$ cat src/rtl/gx4000_sprite_scheduler.sv
// Per-scanline sprite scheduler: evaluates sprites on hblank, picks up to eight hits,
// fetches their pattern rows into the line buffer and shares the pattern RAM with the CPU.
module gx4000_sprite_scheduler #(
    parameter int unsigned NUM_SPRITES  = 16,
    parameter int unsigned MAX_PER_LINE = 8
) (
    input  logic        clk_sys,
    input  logic        reset,
    input  logic        plus_mode,
    input  logic        hblank_start,
    input  logic [8:0]  vpos_next,
    output logic [3:0]  attr_addr,
    input  logic [8:0]  attr_y,
    input  logic [1:0]  attr_mag,
    output logic [11:0] pat_addr,
    output logic        pat_we,
    output logic [3:0]  pat_wdata,
    input  logic [3:0]  pat_rdata,
    input  logic        cpu_req,
    input  logic [11:0] cpu_addr,
    input  logic [3:0]  cpu_data,
    output logic        cpu_ack,
    output logic        lb_we,
    output logic [2:0]  lb_slot,
    output logic [3:0]  lb_col,
    output logic [3:0]  lb_pix,
    output logic [7:0]  slot_valid,
    output logic [31:0] slot_sprite,
    output logic        line_ready,
    output logic        overflow
);
    localparam int unsigned CNT_W  = 5;
    localparam int unsigned NSLT_W = 4;

    typedef enum logic [1:0] {S_IDLE, S_EVAL, S_FETCH, S_DONE} state_t;

    state_t              state_q, state_d;
    logic [CNT_W-1:0]    cnt_q, cnt_d;
    logic [NSLT_W-1:0]   nslot_q, nslot_d;
    logic [2:0]          fslot_q, fslot_d;
    logic [3:0]          col_q, col_d;
    logic [7:0]          slot_valid_q, slot_valid_d;
    logic [31:0]         slot_sprite_q, slot_sprite_d;
    logic [31:0]         slot_row_q, slot_row_d;
    logic                overflow_q, overflow_d;
    logic                lb_we_q, lb_we_d;
    logic [2:0]          lb_slot_q, lb_slot_d;
    logic [3:0]          lb_col_q, lb_col_d;

    // Y compare: signed distance, scaled down by magnification, must land in 0..15
    logic [9:0] diff_c;
    logic [1:0] shamt_c;
    logic [8:0] scaled_c;
    logic       hit_c;
    logic       restart_c;
    logic       cpu_grant_c;
    logic [2:0] slot_idx_c;

    assign diff_c     = 10'({1'b0, vpos_next}) - 10'({1'b0, attr_y});
    assign shamt_c    = 2'(attr_mag - 2'd1);
    assign scaled_c   = diff_c[8:0] >> shamt_c;
    assign hit_c      = (attr_mag != 2'd0) && !diff_c[9] && (scaled_c < 9'd16);
    assign restart_c  = hblank_start && plus_mode;
    assign slot_idx_c = nslot_q[2:0];

    always_comb begin
        state_d       = state_q;
        cnt_d         = cnt_q;
        nslot_d       = nslot_q;
        fslot_d       = fslot_q;
        col_d         = col_q;
        slot_valid_d  = slot_valid_q;
        slot_sprite_d = slot_sprite_q;
        slot_row_d    = slot_row_q;
        overflow_d    = overflow_q;
        lb_we_d       = 1'b0;
        lb_slot_d     = 3'd0;
        lb_col_d      = 4'd0;

        case (state_q)
            S_EVAL: begin
                if (cnt_q != '0 && hit_c) begin
                    if (nslot_q < NSLT_W'(MAX_PER_LINE)) begin
                        slot_valid_d[slot_idx_c]                  = 1'b1;
                        slot_sprite_d[{slot_idx_c, 2'b00} +: 4]   = 4'(cnt_q - 5'd1);
                        slot_row_d[{slot_idx_c, 2'b00} +: 4]      = 4'(scaled_c);
                        nslot_d                                   = nslot_q + 4'd1;
                    end else begin
                        overflow_d = 1'b1;
                    end
                end
                if (cnt_q == CNT_W'(NUM_SPRITES)) begin
                    state_d = (nslot_d != '0) ? S_FETCH : S_DONE;
                    fslot_d = 3'd0;
                    col_d   = 4'd0;
                end else begin
                    cnt_d = cnt_q + 5'd1;
                end
            end
            S_FETCH: begin
                lb_we_d   = 1'b1;
                lb_slot_d = fslot_q;
                lb_col_d  = col_q;
                col_d     = col_q + 4'd1;
                if (col_q == 4'd15) begin
                    if (fslot_q == 3'd7 || !slot_valid_q[fslot_q + 3'd1])
                        state_d = S_DONE;
                    else
                        fslot_d = fslot_q + 3'd1;
                end
            end
            S_DONE:  state_d = S_IDLE;
            default: state_d = S_IDLE;
        endcase

        // hblank in any state (re)starts evaluation; partial line-buffer writes stand
        if (restart_c) begin
            state_d       = S_EVAL;
            cnt_d         = '0;
            nslot_d       = '0;
            slot_valid_d  = '0;
            slot_sprite_d = '0;
            overflow_d    = 1'b0;
            lb_we_d       = 1'b0;
        end
        if (!plus_mode) begin
            state_d      = S_IDLE;
            slot_valid_d = '0;
            lb_we_d      = 1'b0;
        end
    end

    always_ff @(posedge clk_sys) begin
        if (reset) begin
            state_q       <= S_IDLE;
            cnt_q         <= '0;
            nslot_q       <= '0;
            fslot_q       <= '0;
            col_q         <= '0;
            slot_valid_q  <= '0;
            slot_sprite_q <= '0;
            slot_row_q    <= '0;
            overflow_q    <= 1'b0;
            lb_we_q       <= 1'b0;
            lb_slot_q     <= '0;
            lb_col_q      <= '0;
        end else begin
            state_q       <= state_d;
            cnt_q         <= cnt_d;
            nslot_q       <= nslot_d;
            fslot_q       <= fslot_d;
            col_q         <= col_d;
            slot_valid_q  <= slot_valid_d;
            slot_sprite_q <= slot_sprite_d;
            slot_row_q    <= slot_row_d;
            overflow_q    <= overflow_d;
            lb_we_q       <= lb_we_d;
            lb_slot_q     <= lb_slot_d;
            lb_col_q      <= lb_col_d;
        end
    end

    // CPU owns the RAM port except while fetching
    assign cpu_grant_c = cpu_req && !reset && (state_q != S_FETCH);

    always_comb begin
        pat_addr = 12'd0;
        if (cpu_grant_c)
            pat_addr = cpu_addr;
        else if (state_q == S_FETCH)
            pat_addr = {slot_sprite_q[{fslot_q, 2'b00} +: 4], slot_row_q[{fslot_q, 2'b00} +: 4], col_q};
    end

    assign pat_we      = cpu_grant_c;
    assign pat_wdata   = cpu_grant_c ? cpu_data : 4'd0;
    assign cpu_ack     = cpu_grant_c;
    assign attr_addr   = (state_q == S_EVAL && cnt_q < CNT_W'(NUM_SPRITES)) ? 4'(cnt_q) : 4'd0;
    assign lb_we       = lb_we_q;
    assign lb_slot     = lb_slot_q;
    assign lb_col      = lb_col_q;
    assign lb_pix      = lb_we_q ? pat_rdata : 4'd0;
    assign slot_valid  = slot_valid_q;
    assign slot_sprite = slot_sprite_q;
    assign overflow    = overflow_q;
    assign line_ready  = (state_q == S_DONE) && !hblank_start && plus_mode && !reset;

endmodule

$ cat config.mk
export PLATFORM = sky130hd
export DESIGN_NAME = gx4000_sprite_scheduler
export DESIGN_NICKNAME = d
export VERILOG_FILES = /design/src/rtl/gx4000_sprite_scheduler.sv
export SDC_FILE = /design/constraint.sdc
export NUM_CORES = 1
export LEC_CHECK = 0
export ABC_AREA = 1
export CAP_MARGIN = 5
export CORE_MARGIN = 1.5
export CORE_UTILIZATION = 56
export DETAILED_ROUTE_END_ITERATION = 7
export PLACE_DENSITY = 0.87
export SLEW_MARGIN = 20
export SYNTH_ARGS = -nofsm -noshare
export SYNTH_HDL_FRONTEND = slang
export SYNTH_SLANG_ARGS = --single-unit
export TNS_END_PERCENT = 1
$ cat constraint.sdc
create_clock -name clk_sys -period 6.78 [get_ports clk_sys]
set_input_delay 0.678 -clock clk_sys [delete_from_list [all_inputs] [get_ports clk_sys]]
set_output_delay 0.678 -clock clk_sys [all_outputs]
set_load 0.05 [all_outputs]
# Word level (Yosys, flattened, before mapping)
# Index checks and enable logic that the tools add are counted.
dict set report totals {
  regBits 99
  inputBits 45
  out_inout_bits 76
  elab_cells 110
}
dict set report classes {
  addsub 8
  order_cmp 6
  n_eq_ne 14
  shifts 6
  muxes 27
  bitwise_logic 5
  n_reduce_logical 31
}
# cell n
set ops {}
lappend ops {{$bwmux W32} 2}
lappend ops {{$shiftx A32 B6 Y4} 2}
lappend ops {{$shiftx A4 B7 Y32} 2}
lappend ops {{$shift A4 B7 Y32 const A} 1}
lappend ops {{$mux W4} 7}
lappend ops {{$mux W12} 2}
lappend ops {{$reduce_and A3 Y1} 4}
lappend ops {{$logic_and A1 B1 Y1} 11}
lappend ops {{$ne A2 B2 Y1 const B} 5}
lappend ops {{$sub A9 B9 Y10} 1}
lappend ops {{$lt A9 B5 Y1 const B} 1}
lappend ops {{$mux W3} 3}
lappend ops {{$ne A3 B3 Y1 const B} 3}
lappend ops {{$shr A9 B2 Y9} 1}
lappend ops {{$add A4 B1 Y4 const B} 2}
lappend ops {{$lt A3 B4 Y1 const B} 2}
lappend ops {{$or A8 B8 Y8} 1}
lappend ops {{$pmux W4 S2} 1}
lappend ops {{$neg A5 Y7} 1}
lappend ops {{$mux W2} 3}
lappend ops {{$pmux W3 S2} 1}
lappend ops {{$reduce_or A2 Y1} 3}
lappend ops {{$add A5 B1 Y5 const B} 1}
lappend ops {{$eq A5 B5 Y1 const B} 1}
lappend ops {{23 further kinds} 36}

# Logic depth before layout (Yosys ltp)
dict set report logic_depth {
  depth_word 12
  mapped_depth 19
  depth_no_buf 19
}

# Worst setup path before layout
# OpenSTA, ideal clock, no wires.
dict set report synth_timing {
  kind {register to output}
  startpoint {reg state_q[0]}
  endpoint {out pat_addr[0]}
  arrival_ps 2420
  required_time_ps 6102
  slack_ps 3682
  path_stages_with_launch 10
  cell_sequence {dfxtp_1 inv_1 ha_1 clkbuf_1 clkinv_1 nand3_1 inv_1 clkbuf_1 nand2_1 o21ai_0}
}
dict set report synth_between {
  elab_chain_len 3
}
# element line
set synth_lines {}
lappend synth_lines {{start, declared} 37} ;# state_t state_q, state_d;
lappend synth_lines {{start signal, assigned} 148} ;# state_q <= state_d;
lappend synth_lines {{$ne A2 B2 Y1} 164} ;# assign cpu_grant_c = cpu_req && !reset && (state_q != S_FETCH);
lappend synth_lines {{$logic_and A1 B1 Y1} 164}
lappend synth_lines {{via cpu_ack} 22} ;# output logic cpu_ack,
lappend synth_lines {{$mux W12} 168} ;# if (cpu_grant_c)
lappend synth_lines {{end, declared} 15} ;# output logic [11:0] pat_addr,
# The timed path passes the listed nets, and every way through them passes these cells.

# Final worst setup path
dict set report layout_timing {
  startpoint {in reset}
  endpoint {out pat_addr[9]}
}
dict set report layout_between {
  elab_chain_len 4
}
# element line
set layout_lines {}
lappend layout_lines {{start, declared} 8} ;# input logic reset,
lappend layout_lines {{$logic_not A1 Y1} 164}
lappend layout_lines {{$logic_and A1 B1 Y1 (2 in series)} 164}
lappend layout_lines {{$mux W12} 168}
# Every way passes these cells.

==> results.json <==
{
  "critPathArrivalTime_ps": 3870,
  "clock.fmax_mhz": 220,
  "internal_power_mw": 0.806,
  "synth_ff_type": "dfxtp_1",
  "peakVddDrop_mv": 0.113,
  "pwr_density_cell_mw_per_mm2": 163,
  "ys_seq_area_share_pct": 34.6,
  "p_sw_share_pct": 30.5,
  "grt_pass1_wl_um": 26600,
  "avgSynthCellArea_um2": 6.84,
  "worstPathMaxFanout": 29,
  "cts_tree": "yes",
  "cts_max_level": 3,
  "fp.dieW_um": 104,
  "cts_setup_buffers": 0,
  "row_count": 36,
  "worst_setup_path_end_kind": "primary output",
  "period_share_pct": 67.1,
  "timing.setup.tns_ps": 0,
  "setup_viol": 0,
  "yosys_warnings": 0,
  "core-area_mm2": 0.00986,
  "cpMaxStageDelayCell": "clkdlybuf4s50_1",
  "io_buffers": 120,
  "clkLatencyLatePin_ps": 380,
  "hold_viol": 0,
  "gr-total-overflow": 0,
  "die_y_um": 104,
  "status": "complete, but fails checks",
  "wl_um": 16500,
  "synth.distinct_cells": 45,
  "critPathKind": "in2out",
  "synth_edf_count": 0,
  "diodes": 0,
  "initial_core_util_pct": 58.1,
  "cp_slowest_stage_delay_ps": 810,
  "grt_pass1_vias": 5436,
  "hold_path.class": "reg2reg",
  "p_leak_nw": 2.71,
  "antenna_found_initial": 0,
  "drive_above_1_share_pct": 3.85,
  "drc": 2,
  "clk_pin_slew_ps": 100,
  "worst_slew_pin_slew_ps": 979,
  "p_total_mw": 1.16,
  "nNetsFinal": 1000,
  "cts_resized": 0,
  "clock-root-buffer": "clkbuf_8",
  "skew_ps": 19.2,
  "viasPerCell": 5.67,
  "period_needed_ps": 4550,
  "rsz0062_at_grt": "no",
  "yosys_register_bits": 99,
  "gp_congestion": 0.936,
  "maxSlewViolCount": 0,
  "dieArea_mm2": 0.0108,
  "critPathLaunchType": "input port",
  "wl_per_cell_um": 15.4,
  "crit_required_ps": 6100,
  "comb_power_share_pct": 17.8,
  "cap_violations": 0,
  "async_reset_ff_share_pct": 0,
  "detailed_place_hpwl_um": 11900,
  "synth_cells": 838,
  "numCtsBuffers": 9,
  "vias": 6053,
  "violations": "DRC",
  "p_switching_mw": 0.353,
  "drt_iter0_drc": 461,
  "cp_cell_sequence": "clkdlybuf4s50_1, inv_1, nand3_1, inv_1, a32o_1, clkdlybuf4s50_1",
  "io_pins": 121,
  "power_frac_seq_pct": 50.9,
  "ant_nets": 0,
  "grt_max_degree": 44,
  "grt.total_usage_pct": 30.3,
  "ctsHoldBuffers": 0,
  "cts_buffer_depth": 2,
  "cts.sinks": 99,
  "p_clk_share_pct": 31.3,
  "synthesis.area_mm2": 0.00573,
  "area_growth_pct": 24.2,
  "synth_nets": 908,
  "firstDrtPassIters": 7,
  "relSlewSlack_pct": 34.6
}
==> stage by stage <==
step	utilization, %	cell area (µm²)	cells	worst slack (ps)	hold WS [ps]
global placement	70.3	6930	1052	2320	432
finish	72.1	7120	1068	2230	452
detailed placement	70.3	6930	1052	2270	434
floorplan	-	5730	838	3680	420
global route	72.1	7120	1068	2020	464
CTS	72.1	7120	1068	2280	449
==> power by group through the flow <==
stage / clock network, mW / registers, mW / logic, mW
floorplan: 0 / 0.598 / 0.138
global placement: 0 / 0.603 / 0.199
detailed placement: 0 / 0.603 / 0.202
CTS: 0.364 / 0.589 / 0.203
global route: 0.383 / 0.590 / 0.226
finish: 0.363 / 0.590 / 0.206
==> critical path, delay by kind of cell <==
family                 cells  cell delay [ps]
buffers and inverters      4             2670
and+or+nand+nor            1              280
AOI/OAI and AO/OA          1              230
==> synth_stat cells (2+ instances only) <==
cell | number | area, µm²
nand2_1 | 92 | 345
buf_2 | 6 | 30.0
a21oi_1 | 125 | 626
o211ai_1 | 4 | 30.0
ha_1 | 24 | 300
nand2_2 | 2 | 12.5
dfxtp_1 | 99 | 1980
nor3_1 | 22 | 110
a211oi_1 | 8 | 60.1
buf_1 | 2 | 7.51
nor2_4 | 2 | 22.5
nand4_4 | 2 | 42.5
nand3_1 | 56 | 280
o21ai_0 | 105 | 526
xor2_1 | 4 | 35.0
o211a_1 | 2 | 20.0
inv_2 | 3 | 11.3
xnor2_1 | 3 | 26.3
nand4_1 | 11 | 68.8
a32o_1 | 8 | 80.1
o21a_1 | 4 | 30.0
clkbuf_1 | 31 | 116
nand2_4 | 2 | 22.5
nand3_2 | 3 | 30.0
clkinv_1 | 4 | 15.0
inv_1 | 135 | 507
nor2_1 | 61 | 229
==> final cells by class <==
type	instances	area (µm²)
Tap cell	133	166
Clock buffer	11	141
Timing Repair Buffer	122	1220
Fill cell	795	2750
Clock inverter	5	42.5
Sequential cell	99	1980
Multi-Input combinational cell	556	3030
Inverter	142	533
==> sequential cells by signal, indices dropped and copies added (netlist names) <==
| name | cells |
|---|---|
| cnt_q | 5 |
| col_q | 4 |
| fslot_q | 3 |
| lb_col | 4 |
| lb_slot | 3 |
| lb_we | 1 |
| nslot_q | 4 |
| overflow | 1 |
| slot_row_q | 32 |
| slot_sprite | 32 |
| slot_valid | 8 |
| state_q | 2 |
==> cell families (layout without fill, tap and decap cells) <==
group | after synthesis | count (layout) | synth area share (%)
AND/OR/NAND/NOR | 262 | 262 | 21.4
AO/OA/AOI/OAI | 262 | 262 | 24.8
adder cells (fa/ha/maj) | 25 | 25 | 5.59
buffers and inverters | 183 | 280 | 12.5
flip-flops | 99 | 99 | 34.6
XOR/XNOR | 7 | 7 | 1.07
==> per-layer routing <==
metal	share of wire, %	wire length, µm	vias to the layer above	GRT usage, %
met1	42	6850	2749	39.7
met5	0	0	-	0
met4	2.4	389	0	10.4
met3	9.4	1550	38	6.27
li1	-	-	2965	-
met2	47	7700	301	49.5
==> path summary, 6_finish.rpt <==
kind | from | to | slack (ps) | depth (start not counted)
setup / recovery | reset | pat_addr[9] | 2230 | 6
hold / removal | slot_row_q[5] | slot_row_q[5] | 450 | 2
setup reg to reg | cnt_q[0] | slot_sprite[10] | 3220 | 13
hold reg to reg | slot_row_q[5] | slot_row_q[5] | 450 | 2
==> cell usage in the layout, fill, tap and decap left out, drive strengths merged, types with 2 or more instances in the layout <==
master,count
a211oi,8
a21oi,127
a32o,8
and2,2
buf,2
clkbuf,11
clkdlybuf4s50,120
clkinv,5
dfxtp,99
ha,24
inv,141
nand2,96
nand3,59
nand4,13
nor2,64
nor3,22
nor3b,2
o211a,2
o211ai,4
o21a,4
o21ai,106
xnor2,3
xor2,4
Note: power is estimated with default switching activity, not from simulation.
